[src/rtl/bp_pkg.sv]
// Shared definitions for the branch predictor: 2-bit counter encodings,
// saturating counter update and BTB tag width.
package bp_pkg;

    typedef enum logic [1:0] {
        SNT = 2'b00,
        WNT = 2'b01,
        WT  = 2'b10,
        ST  = 2'b11
    } cnt_t;

    function automatic logic [1:0] sat_update(input logic [1:0] cnt, input logic taken);
        logic [1:0] next;
        next = cnt;
        if (taken && cnt != ST)
            next = cnt + 2'd1;
        else if (!taken && cnt != SNT)
            next = cnt - 2'd1;
        return next;
    endfunction

    // Word-aligned PCs: two offset bits and IDX_W index bits are not stored.
    function automatic int tag_width(input int idx_w);
        return 30 - idx_w;
    endfunction

endpackage

[src/rtl/bp_btb.sv]
// Direct-mapped tagged branch target buffer: combinational hit/target read,
// synchronous write; only the valid bits are reset.
module bp_btb
    import bp_pkg::*;
#(
    parameter int ENTRIES = 64,
    localparam int IDX_W = $clog2(ENTRIES),
    localparam int TAG_W = tag_width(IDX_W)
) (
    input  logic             clk,
    input  logic             rst,
    input  logic [IDX_W-1:0] rd_idx,
    input  logic [TAG_W-1:0] rd_tag,
    output logic             hit,
    output logic [31:0]      rd_target,
    input  logic             wr_en,
    input  logic [IDX_W-1:0] wr_idx,
    input  logic [TAG_W-1:0] wr_tag,
    input  logic [31:0]      wr_target
);

    logic [ENTRIES-1:0] valid;
    logic [TAG_W-1:0]   tag    [ENTRIES];
    logic [31:0]        target [ENTRIES];

    assign hit       = valid[rd_idx] & (tag[rd_idx] == rd_tag);
    assign rd_target = target[rd_idx];

    always_ff @(posedge clk) begin
        if (rst)
            valid <= '0;
        else if (wr_en)
            valid[wr_idx] <= 1'b1;
    end

    always_ff @(posedge clk) begin
        if (!rst && wr_en) begin
            tag[wr_idx]    <= wr_tag;
            target[wr_idx] <= wr_target;
        end
    end

endmodule

[src/rtl/branch_predictor.sv]
// Bimodal/gshare branch predictor: IF-stage lookup, EX-stage resolve and
// training, plus saturating branch and misprediction counters.
module branch_predictor
    import bp_pkg::*;
#(
    parameter int          ENTRIES      = 64,
    parameter int          HIST_BITS    = 0,
    parameter logic [1:0]  COUNTER_INIT = 2'b01,
    localparam int         IDX_W        = $clog2(ENTRIES)
) (
    input  logic             clk,
    input  logic             rst,
    input  logic [31:0]      if_pc,
    output logic             pred_taken,
    output logic [31:0]      pred_target,
    output logic [IDX_W-1:0] pred_idx,
    input  logic             ex_valid,
    input  logic             ex_cond,
    input  logic [31:0]      ex_pc,
    input  logic [IDX_W-1:0] ex_idx,
    input  logic             ex_pred_taken,
    input  logic [31:0]      ex_pred_target,
    input  logic             ex_taken,
    input  logic [31:0]      ex_target,
    output logic             mispredict,
    output logic [31:0]      redirect_pc,
    output logic [31:0]      branch_count,
    output logic [31:0]      mispred_count
);

    localparam int TAG_W = tag_width(IDX_W);
    localparam int GHR_W = (HIST_BITS > 0) ? HIST_BITS : 1;

    logic [1:0]       cnt [ENTRIES];
    logic [GHR_W-1:0] ghr;
    logic [IDX_W-1:0] btb_idx;
    logic             btb_hit;
    logic [31:0]      btb_target;

    assign btb_idx = if_pc[IDX_W+1:2];

    always_comb begin
        if (HIST_BITS > 0)
            pred_idx = btb_idx ^ IDX_W'(ghr);
        else
            pred_idx = btb_idx;
    end

    bp_btb #(.ENTRIES(ENTRIES)) u_btb (
        .clk       (clk),
        .rst       (rst),
        .rd_idx    (btb_idx),
        .rd_tag    (if_pc[31:IDX_W+2]),
        .hit       (btb_hit),
        .rd_target (btb_target),
        .wr_en     (ex_valid & ex_taken),
        .wr_idx    (ex_pc[IDX_W+1:2]),
        .wr_tag    (ex_pc[31:IDX_W+2]),
        .wr_target (ex_target)
    );

    assign pred_taken  = btb_hit & cnt[pred_idx][1];
    assign pred_target = pred_taken ? btb_target : if_pc + 32'd4;

    assign mispredict  = ex_valid & ((ex_taken != ex_pred_taken) |
                                     (ex_taken & (ex_target != ex_pred_target)));
    assign redirect_pc = ex_taken ? ex_target : ex_pc + 32'd4;

    // Training uses the carried ex_idx so the entry predicted from is the one trained.
    always_ff @(posedge clk) begin
        if (rst) begin
            for (int i = 0; i < ENTRIES; i++)
                cnt[i] <= COUNTER_INIT;
            ghr           <= '0;
            branch_count  <= '0;
            mispred_count <= '0;
        end else if (ex_valid) begin
            if (ex_cond)
                cnt[ex_idx] <= sat_update(cnt[ex_idx], ex_taken);
            else
                cnt[ex_idx] <= ST;
            if (HIST_BITS > 0 && ex_cond)
                ghr <= GHR_W'({ghr, ex_taken});
            if (branch_count != '1)
                branch_count <= branch_count + 32'd1;
            if (mispredict && mispred_count != '1)
                mispred_count <= mispred_count + 32'd1;
        end
    end

endmodule

[config.mk]
export PLATFORM = sky130hd
export DESIGN_NAME = branch_predictor
export DESIGN_NICKNAME = d
export VERILOG_FILES = /design/src/rtl/bp_pkg.sv /design/src/rtl/bp_btb.sv /design/src/rtl/branch_predictor.sv
export SDC_FILE = /design/constraint.sdc
export NUM_CORES = 2
export LEC_CHECK = 0
export ABC_AREA = 1
export CAP_MARGIN = 40
export CELL_PAD_IN_SITES_DETAIL_PLACEMENT = 1
export CELL_PAD_IN_SITES_GLOBAL_PLACEMENT = 2
export CORE_ASPECT_RATIO = 0.5
export CORE_MARGIN = 2
export CORE_UTILIZATION = 39
export DETAILED_ROUTE_END_ITERATION = 10
export PLACE_DENSITY_LB_ADDON = 0.1
export SYNTH_ARGS = -nofsm -noshare
export SYNTH_HDL_FRONTEND = slang
export SYNTH_SLANG_ARGS = --single-unit
export TNS_END_PERCENT = 10
[constraint.sdc]
create_clock -name clk -period 4.9 [get_ports clk]
set_input_delay 1.225 -clock clk [delete_from_list [all_inputs] [get_ports clk]]
set_output_delay 1.225 -clock clk [all_outputs]
set_load 0.02 [all_outputs]
==> run summary <==
status: complete, but fails checks
failing checks: setup timing
Post-DP Area: 0.179 mm^2
vias in the first global route: 117000
final hold vios: 0
dpl hpwl: 428000 um
Min-Delay Path Class: flop to flop
cell area after synthesis: 0.159 mm^2
core footprint: 0.405 mm^2
die area: 0.412 mm^2
cts hold-fix bufs: 0
cts bufs inserted: 364
pin count of the biggest net entering global routing: 100
routed length per placed instance: 33.5 um
simple-gate share of the synthesized area: 14.5%
register area share after synthesis: 71.8%
drt total wl: 691000 um
Pre-Repair DR Iteration Count: 6
Critical Path Fanout Max: 12
Clock Latency Late Sink: 0.95 ns
post-synthesis instance total: 13800
syn nets: 13900
gr ovfl total: 0
commonest non-fill, non-tap cell in the layout: edfxtp_1
Vias: 121000
Synth Area in XOR/XNOR: 0.457%
WHS Path Cells: 2
Initial Utilization: 39.2%
Layout Nets: 15100
first-pass GRT wire length: 944000 um
height of the die: 455 um
io pins: 276
clock buffer depth: 4
Psw: 17.7 mW
Multi-input gate area: 0.0399 mm^2
Post-synth EDFFs: 3712
fin crit period: 5.77 ns
layout cell share with drive strength beyond 1: 15.7%
Warnings, synthesis: 0
sequential share of power: 50.9%
most frequent cells in the layout: edfxtp_1 (3712), nand2_1 (2410), nor2_1 (2026)
period utilization: 118%
ys async rst share: 0%
Register Area: 0.114 mm^2
RSZ-0062 raised after global routing: yes
row count: 165
pwr/cell area: 365 mW/mm^2
syn_area_per_cell: 11.5 um^2
mux share of post-synthesis cell area: 0%
GRT Total Usage: 32.4%
R2R cell count: 12
reg2reg start: branch_count[0]
Synth Area in Compound Gates: 8.96%
Sink Count: 3840
Crit Path Class: primary input to output port
post-synth cell types: 52
Antenna Violating Nets Remaining: 0
setup ws final: -0.870 ns
largest family of logic cells by synthesized area: simple AND/OR/NAND/NOR gates
number of remaining DRC errors: 0
initial antenna violation count: 49
1st-iter DRT viols: 15500
crit end category: output port
max-slew violations: 0
Sw Ratio: 24.9%
Via density: 5.84
Reg2Reg Setup Slack: 1.62 ns
adder-cell share of the synthesized area: 0.0473%
crit start category: primary input
LEAKAGE: 68.8 nW
gpl congestion: 0.880
Max Freq: 173 MHz
Int Pwr: 53.3 mW
post-route cell area: 0.194 mm^2
Worst EP arrival: 4.54 ns
H-tree Lvls: 5
Worst-path clk slew: 0.06 ns
total negative slack: -27.21 ns
Slew HR: 36.4%
combinational power share: 9.3%
Critical Path RT: 3.67 ns
Hold Path End: u_btb.valid[20]
skew final: 0.0155 ns
final setup fails: 41
Worst Max-Slew Pin Slew: 0.954 ns
Chip Width: 906 um
CTS tree: yes
MaxCap Viol Count: 0
# port buffers: 275
hold_sp: u_btb.valid[20]
ys flop type: edfxtp_1
Clk network pwr share: 39.8%
Worst VDD drop: 0.310 mV
FILL cells: 42000
clk root buf: clkbuf_16
Area Growth Syn to Fin: 22.5%
FF-to-FF End: branch_count[22]
FF+latch count, synth: 3840
-- metrics by stage --
step	power [mW]	utilization, %	instances	setup WS (ns)	hold WS [ns]
after detailed placement	42.8	44.1	19800	-1.46	0.448
after global routing	72.7	48.0	20600	-0.920	0.493
after CTS	71.0	47.6	20600	-0.728	0.463
after global placement	42.7	44.1	19800	-1.56	0.437
final	70.9	48.0	20700	-0.870	0.465
after floorplan	39.2	-	13800	-0.354	0.423
-- Yosys cell counts (all sizes together) (99+ instances only) --
cell type,n,area (um^2)
inv,767,2880
dfxtp,128,2560
a21oi,182,911
buf,322,1660
nand3,894,4480
o21ai,1509,7550
o211ai,99,743
clkbuf,549,2060
o221ai,192,1680
edfxtp,3712,111000
nor2,2127,8010
nand2,2560,9610
o22ai,379,2370
-- layer usage --
metal | GRT usage (%) | wire (um) | vias to the layer above
met3 | 5.15 | 55000 | 993
met1 | 47.4 | 303000 | 63500
li1 | - | - | 51100
met4 | 12.0 | 29700 | 14
met5 | 0 | 85 | -
met2 | 49.1 | 303000 | 5032
-- worst max path at each step --
stage	startpoint	end	slack [ns]
2_1_floorplan	ex_taken	u_btb.tag[14][0]	-0.35
3_3_place_gp	if_pc[5]	pred_target[17]	-1.56
3_5_place_dp	if_pc[5]	pred_target[13]	-1.46
4_1_cts	ex_pc[2]	redirect_pc[26]	-0.73
5_1_grt	if_pc[2]	pred_target[22]	-0.92
6_report	if_pc[2]	pred_target[22]	-0.87
-- what timing repair did --
| item | in CTS | in global routing |
|---|---|---|
| gates resized for setup | 457 | 278 |
| gates cloned | 37 | 24 |
| hold endpoints to repair | 0 | 0 |
| pin swaps | 49 | 78 |
| buffers inserted | 52 | 29 |
| endpoints found under the setup margin | 54 | 51 |
-- power groups by stage --
stage	logic [mW]	registers, mW	clock network [mW]
4_1_cts	6.34	36.1	28.6
6_report	6.58	36.1	28.3
2_1_floorplan	2.42	36.8	0
3_3_place_gp	5.94	36.8	0
3_5_place_dp	5.99	36.8	0
5_1_grt	6.90	36.1	29.7
-- worst max-delay path, cell delays in order --
cell	delay, ns
buf_16	0.14
buf_12	0.15
buf_12	0.14
buf_4	0.20
buf_12	0.17
nand2_1	0.08
nand3_1	0.09
nand3_2	0.12
nand3_1	0.14
nand2_1	0.12
nand2_1	0.09
nand2_1	0.09
inv_1	0.07
nand2_2	0.09
buf_12	0.14
nand2_4	0.06
nor2_4	0.11
nand2_2	0.07
nor2_4	0.13
nand3_4	0.19
nor2_8	0.22
buf_12	0.15
buf_8	0.11
buf_6	0.10
nand2_2	0.06
nand2_2	0.07
buf_6	0.12
-- registers in the layout, indices dropped and copies added, names as in the netlist --
signal and cells:
branch_count 32, u_btb.tag 1536, u_btb.valid 64, mispred_count 32
u_btb.target 2048, cnt 128
-- final cells by class --
| class | instances | share of cell area (%) |
|---|---|---|
| Timing Repair Buffer | 1624 | 9.91 |
| Sequential cell | 3840 | 58.7 |
| Timing Repair inverter | 3 | 0.0270 |
| Clock inverter | 213 | 0.858 |
| Multi-Input combinational cell | 8317 | 20.5 |
| Clock buffer | 446 | 4.95 |
| Inverter | 771 | 1.54 |
| Tap cell | 5427 | 3.49 |
| Antenna cell | 13 | 0.0167 |
-- cell families (layout without fill, tap and decap cells) --
family / Yosys count / in the layout
AO/OA/AOI/OAI: 2485 / 2485
other: 0 / 13
buffers and inverters: 1642 / 3057
XOR/XNOR: 82 / 82
flip-flops: 3840 / 3840
adder cells (fa/ha/maj): 6 / 6
AND/OR/NAND/NOR: 5744 / 5744
No activity file was read; power rests on OpenSTA's default activity.
